`src/rtl/fb_mem_arbiter.sv`:
```
// fb_mem_arbiter: shares the single-port 80-bit framebuffer memory between
// the VGA scan-out fetches and the Life compute engine.
// - VGA fetches always win; the engine waits behind them on a req/gnt handshake.
// - Owns fb_select. Front buffer = fb_select, back buffer = ~fb_select.
// - A swap requested by the engine is applied only after frame_end, so a
//   displayed frame never mixes two generations.
// Optional build macro FBARB_STALL_CNT_EN adds the eng_stall_cnt output, a
// saturating count of cycles the engine spent waiting.
module fb_mem_arbiter #(
    parameter int DATA_W = 80,
    parameter int OFFS_W = 16,
    parameter int ADDR_W = 40
) (
    input  logic              clk,
    input  logic              rst,
    // VGA fetch port
    input  logic              vga_read,
    input  logic [ADDR_W-1:0] vga_addr,
    output logic [DATA_W-1:0] vga_data,
    input  logic              frame_end,
    // Engine access port
    input  logic              eng_req,
    input  logic              eng_we,
    input  logic              eng_front,
    input  logic [OFFS_W-1:0] eng_offs,
    input  logic [DATA_W/8-1:0] eng_be,
    input  logic [DATA_W-1:0] eng_wdata,
    output logic              eng_gnt,
    output logic [DATA_W-1:0] eng_rdata,
    output logic              eng_rvalid,
    // Buffer swap control
    input  logic              eng_swap_req,
    output logic              swap_pending,
    output logic              swap_done,
    output logic              fb_select,
`ifdef FBARB_STALL_CNT_EN
    output logic [31:0]       eng_stall_cnt,
`endif
    // Memory port
    output logic              mem_en,
    output logic              mem_we,
    output logic [DATA_W/8-1:0] mem_be,
    output logic [ADDR_W-1:0] mem_addr,
    output logic [DATA_W-1:0] mem_wdata,
    input  logic [DATA_W-1:0] mem_rdata
);

    localparam int BE_W  = DATA_W / 8;
    localparam int PAD_W = ADDR_W - OFFS_W - 1;

    // Who owns the read data that the memory returns in the next cycle.
    typedef enum logic [1:0] {
        TAG_NONE = 2'd0,
        TAG_VGA  = 2'd1,
        TAG_ENG  = 2'd2
    } tag_t;

    typedef enum logic {
        SW_IDLE = 1'b0,
        SW_PEND = 1'b1
    } swap_state_t;

    swap_state_t       swap_state_reg;
    logic              fb_select_reg;
    logic              swap_pending_reg;
    logic              swap_done_reg;
    tag_t              tag_reg;
    tag_t              tag_next;
    logic [DATA_W-1:0] vga_hold_reg;
    logic [DATA_W-1:0] eng_hold_reg;
    logic              eng_buf;
    logic [ADDR_W-1:0] eng_addr;

    // Writes always target the back buffer; reads may choose either buffer.
    assign eng_buf  = (eng_we || !eng_front) ? ~fb_select_reg : fb_select_reg;
    assign eng_addr = {{PAD_W{1'b0}}, eng_buf, eng_offs};

    // Memory port arbitration: VGA first, then engine unless a swap is pending.
    always_comb begin
        mem_en    = 1'b0;
        mem_we    = 1'b0;
        mem_be    = '0;
        mem_addr  = '0;
        mem_wdata = '0;
        eng_gnt   = 1'b0;
        tag_next  = TAG_NONE;
        if (!rst) begin
            if (vga_read) begin
                mem_en   = 1'b1;
                mem_be   = '1;
                mem_addr = vga_addr;
                tag_next = TAG_VGA;
            end else if (eng_req && !swap_pending_reg) begin
                eng_gnt   = 1'b1;
                mem_en    = 1'b1;
                mem_we    = eng_we;
                mem_be    = eng_we ? eng_be : {BE_W{1'b1}};
                mem_addr  = eng_addr;
                mem_wdata = eng_wdata;
                tag_next  = eng_we ? TAG_NONE : TAG_ENG;
            end
        end
    end

    // Owner tag for the read issued this cycle; reset drops any in-flight read.
    always_ff @(posedge clk) begin
        if (rst) begin
            tag_reg <= TAG_NONE;
        end else begin
            tag_reg <= tag_next;
        end
    end

    // Hold the last returned word for each requester between returns.
    always_ff @(posedge clk) begin
        if (rst) begin
            vga_hold_reg <= '0;
            eng_hold_reg <= '0;
        end else begin
            if (tag_reg == TAG_VGA) begin
                vga_hold_reg <= mem_rdata;
            end
            if (tag_reg == TAG_ENG) begin
                eng_hold_reg <= mem_rdata;
            end
        end
    end

    // Read data is steered straight from memory in the return cycle so the
    // VGA sees exactly one cycle of latency.
    assign vga_data   = (!rst && tag_reg == TAG_VGA) ? mem_rdata : vga_hold_reg;
    assign eng_rdata  = (!rst && tag_reg == TAG_ENG) ? mem_rdata : eng_hold_reg;
    assign eng_rvalid = !rst && (tag_reg == TAG_ENG);

    // Swap FSM: latch the request, apply it at the next frame boundary.
    always_ff @(posedge clk) begin
        if (rst) begin
            swap_state_reg   <= SW_IDLE;
            fb_select_reg    <= 1'b0;
            swap_pending_reg <= 1'b0;
            swap_done_reg    <= 1'b0;
        end else begin
            swap_done_reg <= 1'b0;
            case (swap_state_reg)
                SW_IDLE: begin
                    // A frame_end in the same cycle does not apply this request.
                    if (eng_swap_req) begin
                        swap_state_reg   <= SW_PEND;
                        swap_pending_reg <= 1'b1;
                    end
                end
                SW_PEND: begin
                    // Further swap requests while pending are absorbed.
                    if (frame_end) begin
                        swap_state_reg   <= SW_IDLE;
                        swap_pending_reg <= 1'b0;
                        fb_select_reg    <= ~fb_select_reg;
                        swap_done_reg    <= 1'b1;
                    end
                end
                default: begin
                    swap_state_reg   <= SW_IDLE;
                    swap_pending_reg <= 1'b0;
                end
            endcase
        end
    end

    assign fb_select    = fb_select_reg;
    assign swap_pending = swap_pending_reg;
    assign swap_done    = swap_done_reg;

`ifdef FBARB_STALL_CNT_EN
    logic [31:0] stall_cnt_reg;

    // Count cycles the engine is requesting but not granted; saturates.
    always_ff @(posedge clk) begin
        if (rst) begin
            stall_cnt_reg <= '0;
        end else if (eng_req && !eng_gnt && stall_cnt_reg != 32'hFFFF_FFFF) begin
            stall_cnt_reg <= stall_cnt_reg + 32'd1;
        end
    end

    assign eng_stall_cnt = stall_cnt_reg;
`endif

endmodule

```
`config.mk`:
```
export PLATFORM = sky130hd
export DESIGN_NAME = fb_mem_arbiter
export DESIGN_NICKNAME = d
export VERILOG_FILES = /design/src/rtl/fb_mem_arbiter.sv
export SDC_FILE = /design/constraint.sdc
export NUM_CORES = 1
export LEC_CHECK = 0
export ABC_CLOCK_PERIOD_IN_PS = 1400
export CORE_AREA = 2 2 208 210
export CTS_CLUSTER_DIAMETER = 50
export CTS_CLUSTER_SIZE = 10
export DETAILED_ROUTE_END_ITERATION = 6
export DIE_AREA = 0 0 210 212
export SLEW_MARGIN = 30
export SYNTH_ARGS = -nofsm -noshare
export SYNTH_HDL_FRONTEND = slang
export SYNTH_SLANG_ARGS = --single-unit
```
`constraint.sdc`:
```
create_clock -name clk -period 1.4 [get_ports clk]
set_input_delay 0.14 -clock clk [delete_from_list [all_inputs] [get_ports clk]]
set_output_delay 0.14 -clock clk [all_outputs]
set_load 0.02 [all_outputs]
```
==> results.json, run 1 <==
{
  "outcome": "finished, violations left",
  "violations": "setup timing",
  "synth.avg_cell_area_sq_um": 11.11,
  "place.gp.congestion": 0.8818,
  "num_vias": 8804,
  "fin_skew_ns": 0.009259,
  "drtIter0Drc": 374,
  "antenna_found_initial": 6,
  "drv_slew": 0,
  "clk_latency_ns": 0.44,
  "clk_pin_slew_ns": 0.07,
  "seqCellArea_sq_um": 3332,
  "synth-simple-area-share_pct": 9.301,
  "viasPerCell": 4.440,
  "worstReg2RegEnd": "vga_hold_reg[43]",
  "postSynthCellCount": 707,
  "powerDensity_nw_per_um2": 770.8,
  "max-vdd-ir-drop_v": 0.0008138,
  "path_class": "flop to output port",
  "fp.coreArea_sq_um": 42510,
  "grt_max_degree": 51,
  "synth_top_family_by_area": "multiplexers",
  "die_w_microns": 210,
  "yosysSeqAreaShare_pct": 42.30,
  "cts.sinks": 166,
  "grt_overflow_total": 0,
  "multi_input_area_sq_um": 4888,
  "grt_pass1_wl_microns": 63030,
  "setup_viol": 414,
  "relSlewSlack_pct": 71.41,
  "place_ws_ns": -1.051,
  "fin_ws_ns": -0.8151,
  "cp.required_ns": 1.26,
  "die_area_sq_um": 44520,
  "htree_num_levels": 4,
  "synthesis.nets": 941,
  "fin_crit_sh_pct": 158.2,
  "cts.path.max_buffers": 2,
  "synth_warnings": 0,
  "synthDistinctLibCells": 21,
  "layout_common_cells": "234 x clkdlybuf4s50_1, 194 x buf_4, 169 x a22o_1",
  "finish.utilization_pct": 40.74,
  "postRouteAntennaNets": 0,
  "tightestPinTransition_ns": 0.4261,
  "crit_fanout": 10,
  "finalNetCount": 1655,
  "final_hold_viol_count": 0,
  "grt_pass1_vias": 8827,
  "drc_errors": 0,
  "fin_hold_ws_ns": 0.1689,
  "die_h_microns": 212,
  "worstPathArrival_ns": 2.08,
  "rows": 76,
  "holdPathStages": 4,
  "drive_above_1_share_pct": 55.30,
  "wl_microns": 47720,
  "synthMuxAreaShare_pct": 22.93,
  "fmax_mhz": 451.4,
  "fillers": 4070,
  "numCtsBuffers": 17,
  "power_leakage_nw": 7.876,
  "r2r-start": "tag_reg[1]",
  "clockRootBuffer": "clkbuf_16",
  "cp-start-kind": "flop",
  "cap_viol_max_count": 0,
  "finalCriticalPeriod_ns": 2.215,
  "synth_fa_ha_area_share_pct": 0,
  "grt_setup_unrepaired": "true",
  "hp-start": "rst",
  "area_growth_syn_to_layout_pct": 120.4,
  "synthXorXnorAreaFrac_pct": 0.2230,
  "synth_compound_area_share_pct": 21.07,
  "ff2ff_setup_slack_ns": -0.43,
  "ios": 531,
  "routedWlPerCell_microns": 24.06,
  "worstHoldPathType": "input pin to flop",
  "portBuffers": 530,
  "rr_worst_depth": 10,
  "track_usage_pct": 19.68,
  "holdPathEnd": "swap_pending",
  "mappedNetlistArea_sq_um": 7856,
  "fin_tns_setup_ns": -213.91,
  "final_common_cell": "clkdlybuf4s50_1",
  "initial_core_util_pct": 18.48,
  "ys_ff_latch": 166,
  "cts_tree": "built",
  "dp_hpwl_microns": 35140,
  "dr.pass1.iters": 4,
  "endpoint_kind": "output port"
}
## worst max-delay path: stages (launching register included)
cell,delay [ns]
dfxtp_4,0.36
inv_4,0.04
nor3_4,0.26
buf_12,0.20
buf_12,0.12
buf_16,0.12
mux2_2,0.36
buf_2,0.17
## cells by family (layout without fill, tap and decap cells)
family,Yosys count,in the layout
other cells,0,3
mux,160,160
simple gates,117,117
buf+inv,69,796
flops,166,166
xor+xnor,2,2
compound gates,193,193
## where the power goes
group	switching, mW	total [mW]	internal (mW)
Combinational	1.59	3.72	2.14
Sequential	0.101	4.98	4.88
Clock	2.14	4.64	2.50
Total	3.83	13.3	9.52
## worst max-delay path by stage
stage | endpoint | from | slack, ns | cells after the start
after floorplan | eng_rdata[70] | tag_reg[1] | -0.08 | 5
after global placement | vga_data[12] | rst | -1.06 | 6
after detailed placement | vga_data[12] | rst | -1.05 | 6
after CTS | vga_data[21] | tag_reg[1] | -0.88 | 7
after global routing | eng_rdata[18] | tag_reg[1] | -0.89 | 7
final | eng_rdata[18] | tag_reg[1] | -0.82 | 7
## through the flow
step                instances  total power, mW  area, sq um
floorplan                 707            6.328         8273
global placement         1854            8.371        15030
detailed placement       1854            8.383        15030
CTS                      1926            13.13        16050
global route             1980            13.84        17310
finish                   1983            13.35        17320
## synthesized netlist by cell type (all sizes together)
master | n | share of area [%]
a22o | 177 | 20
dfxtp | 166 | 42
mux2 | 160 | 23
and2 | 104 | 8.3
buf | 49 | 3.2
clkbuf | 17 | 0.81
o21a | 10 | 0.96
a21oi | 5 | 0.32
inv | 3 | 0.14
nand2b | 3 | 0.24
nor2 | 3 | 0.14
nor3 | 3 | 0.38
nand2 | 2 | 0.096
nor2b | 1 | 0.080
nor4 | 1 | 0.080
o21ai | 1 | 0.064
xnor2 | 1 | 0.11
xor2 | 1 | 0.11
## routing by layer
| metal | vias up | global-route usage (%) | part of all wire (%) |
|---|---|---|---|
| met5 | - | 0 | 0.048 |
| met4 | 4 | 8.413 | 4.6 |
| met2 | 343 | 37.36 | 53 |
| met1 | 4316 | 20.12 | 36 |
| li1 | 4074 | - | - |
| met3 | 67 | 5.583 | 6.4 |
## layout make-up
class                           count  area share [%]
Timing Repair Buffer              761           45.16
Multi-Input combinational cell    472           28.23
Sequential cell                   166           19.24
Tap cell                          546           3.945
Clock buffer                       18           2.478
Clock inverter                     14          0.8164
Inverter                            3         0.09392
Antenna cell                        3         0.04335
## timing repair
action                     CTS  global route
setup endpoints to repair  348           427
gates cloned                13            16
hold buffers                 0             1
gates resized for setup    781           496
pin swaps                    3            13
setup buffers               28            40
hold endpoints to repair     0             1
(Power assumes the default switching activity.)
==> run 2, diff against run 1 <==
--- a/config.mk
+++ b/config.mk
@@ -5,12 +5,12 @@
 export SDC_FILE = /design/constraint.sdc
 export NUM_CORES = 1
 export LEC_CHECK = 0
-export ABC_CLOCK_PERIOD_IN_PS = 1400
-export CORE_AREA = 2 2 208 210
+export ABC_CLOCK_PERIOD_IN_PS = 2560
+export CORE_AREA = 4 4 205 207
 export CTS_CLUSTER_DIAMETER = 50
 export CTS_CLUSTER_SIZE = 10
 export DETAILED_ROUTE_END_ITERATION = 6
-export DIE_AREA = 0 0 210 212
+export DIE_AREA = 0 0 209 211
 export SLEW_MARGIN = 30
 export SYNTH_ARGS = -nofsm -noshare
 export SYNTH_HDL_FRONTEND = slang
==> constraint.sdc (replaced) <==
create_clock -name clk -period 2.56 [get_ports clk]
set_input_delay 0.256 -clock clk [delete_from_list [all_inputs] [get_ports clk]]
set_output_delay 0.256 -clock clk [all_outputs]
set_load 0.02 [all_outputs]
==> run 2 against run 1 <==
Compared with the run above: the run now ends clean; total power is 48% lower; critical path depth down 1; clock-buffer cell count grew 3; via count fell by 12%; cell count decreased by 10%; clock power shrank 44%; die area fell by 0.95%; first-iteration DRC count down 18%; global-route usage down 2.9 points; clock skew rose by 0.0016 ns; sequential share of layout area is 3.4 points higher.
==> results.json, run 2 (synthesis gave the netlist of run 1 again) <==
{
  "worstHoldPathType": "flop to flop",
  "grt_pass1_vias": 7860,
  "antenna_found_initial": 2,
  "power_leakage_nw": 6.912,
  "powerDensity_nw_per_um2": 469.8,
  "clockRootBuffer": "clkbuf_16",
  "place.gp.congestion": 0.8636,
  "grt_setup_unrepaired": "true",
  "final_hold_viol_count": 0,
  "grt_pass1_wl_microns": 55120,
  "worstPathArrival_ns": 2.21,
  "fin_ws_ns": 0.09093,
  "grt_overflow_total": 0,
  "cap_viol_max_count": 0,
  "stdcell_count": 1784,
  "viasPerCell": 4.349,
  "tightestPinTransition_ns": 0.8650,
  "die_area_sq_um": 44100,
  "dr.pass1.iters": 4,
  "ios": 531,
  "area_growth_syn_to_layout_pct": 87.12,
  "place_ws_ns": -0.1622,
  "cts.path.max_buffers": 2,
  "die_h_microns": 211,
  "postRouteAntennaNets": 0,
  "wl_microns": 39250,
  "portBuffers": 530,
  "post-place-cells": 1747,
  "routedWlPerCell_microns": 22.00,
  "outcome": "complete, no violations",
  "finalNetCount": 1473,
  "layout_common_cells": "259 x clkdlybuf4s50_1, 221 x dlygate4sd2_1, 177 x a22o_1",
  "die_w_microns": 209,
  "rows": 74,
  "grt_max_degree": 55,
  "drive_above_1_share_pct": 21.10,
  "max-vdd-ir-drop_v": 0.0004393,
  "final_common_cell": "clkdlybuf4s50_1",
  "clk_latency_ns": 0.44,
  "cts.sinks": 166,
  "crit_fanout": 30,
  "num_vias": 7758,
  "fin_total_pwr_mw": 6.907,
  "clk_pin_slew_ns": 0.07,
  "fmax_mhz": 405.0,
  "ctsHoldBuffers": 0,
  "drc_errors": 0,
  "cts_tree": "built",
  "numCtsBuffers": 17,
  "relSlewSlack_pct": 41.95,
  "drtIter0Drc": 306,
  "finalCriticalPeriod_ns": 2.469,
  "path_class": "flop to output port",
  "fp.coreArea_sq_um": 40370,
  "setup_viol": 0,
  "cp-start-kind": "flop",
  "track_usage_pct": 16.78,
  "drv_slew": 0,
  "endpoint_kind": "output port",
  "dp_hpwl_microns": 31580,
  "fin_skew_ns": 0.01086,
  "cp.required_ns": 2.30,
  "initial_core_util_pct": 19.46,
  "htree_num_levels": 4,
  "fin_crit_sh_pct": 96.45,
  "finish.utilization_pct": 36.42
}
[run 2: final cells by class]
type,instances,area [sq um]
Timing Repair Buffer,579,5852
Antenna cell,1,2.502
Clock buffer,21,470.5
Tap cell,532,665.6
Inverter,3,11.26
Sequential cell,166,3326
Multi-Input combinational cell,472,4254
Fill cell,4082,25670
Clock inverter,10,118.9
[run 2: per-layer routing]
layer	track usage (%)	part of all wire, %	vias up
li1	-	-	3698
met4	6.278	3.1	0
met5	0	0	-
met2	29.97	52	334
met3	6.535	8.9	39
met1	18.01	36	3687
[run 2: critical path, stage by stage, from the launching register on]
cell,delay (ns)
dfxtp_2,0.39
inv_1,0.12
nor3_4,0.18
buf_4,0.21
buf_12,0.20
mux2_1,0.35
dlygate4sd2_1,0.33
[run 2: path summary, 6_finish.rpt]
path | start | to | slack (ns) | cells past startpoint
worst min-delay path | vga_hold_reg[60] | vga_hold_reg[60] | 0.47 | 1
worst max register to register | tag_reg[1] | eng_hold_reg[68] | 1.08 | 6
worst max-delay path | tag_reg[1] | eng_rdata[78] | 0.09 | 6
worst min register to register | vga_hold_reg[60] | vga_hold_reg[60] | 0.47 | 1
[run 2: report_power, final]
part	switching (mW)	internal (mW)
logic	0.748	0.821
clock network	1.11	1.52
registers	0.0447	2.67
[run 2: metrics by stage]
step	hold slack (ns)	instance area, sq um	setup TNS [ns]
after floorplan	0.3330	7856	0
after global placement	0.4495	14250	-6.671
after detailed placement	0.4496	14250	-11.42
after CTS	0.4418	14610	0
after global routing	0.4805	14700	-0.5081
final	0.4658	14700	0
[run 2: repair_timing]
action	CTS	global route
setup endpoints to repair	225	59
setup buffers	1	1
cloned	1	2
gates resized for setup	225	8
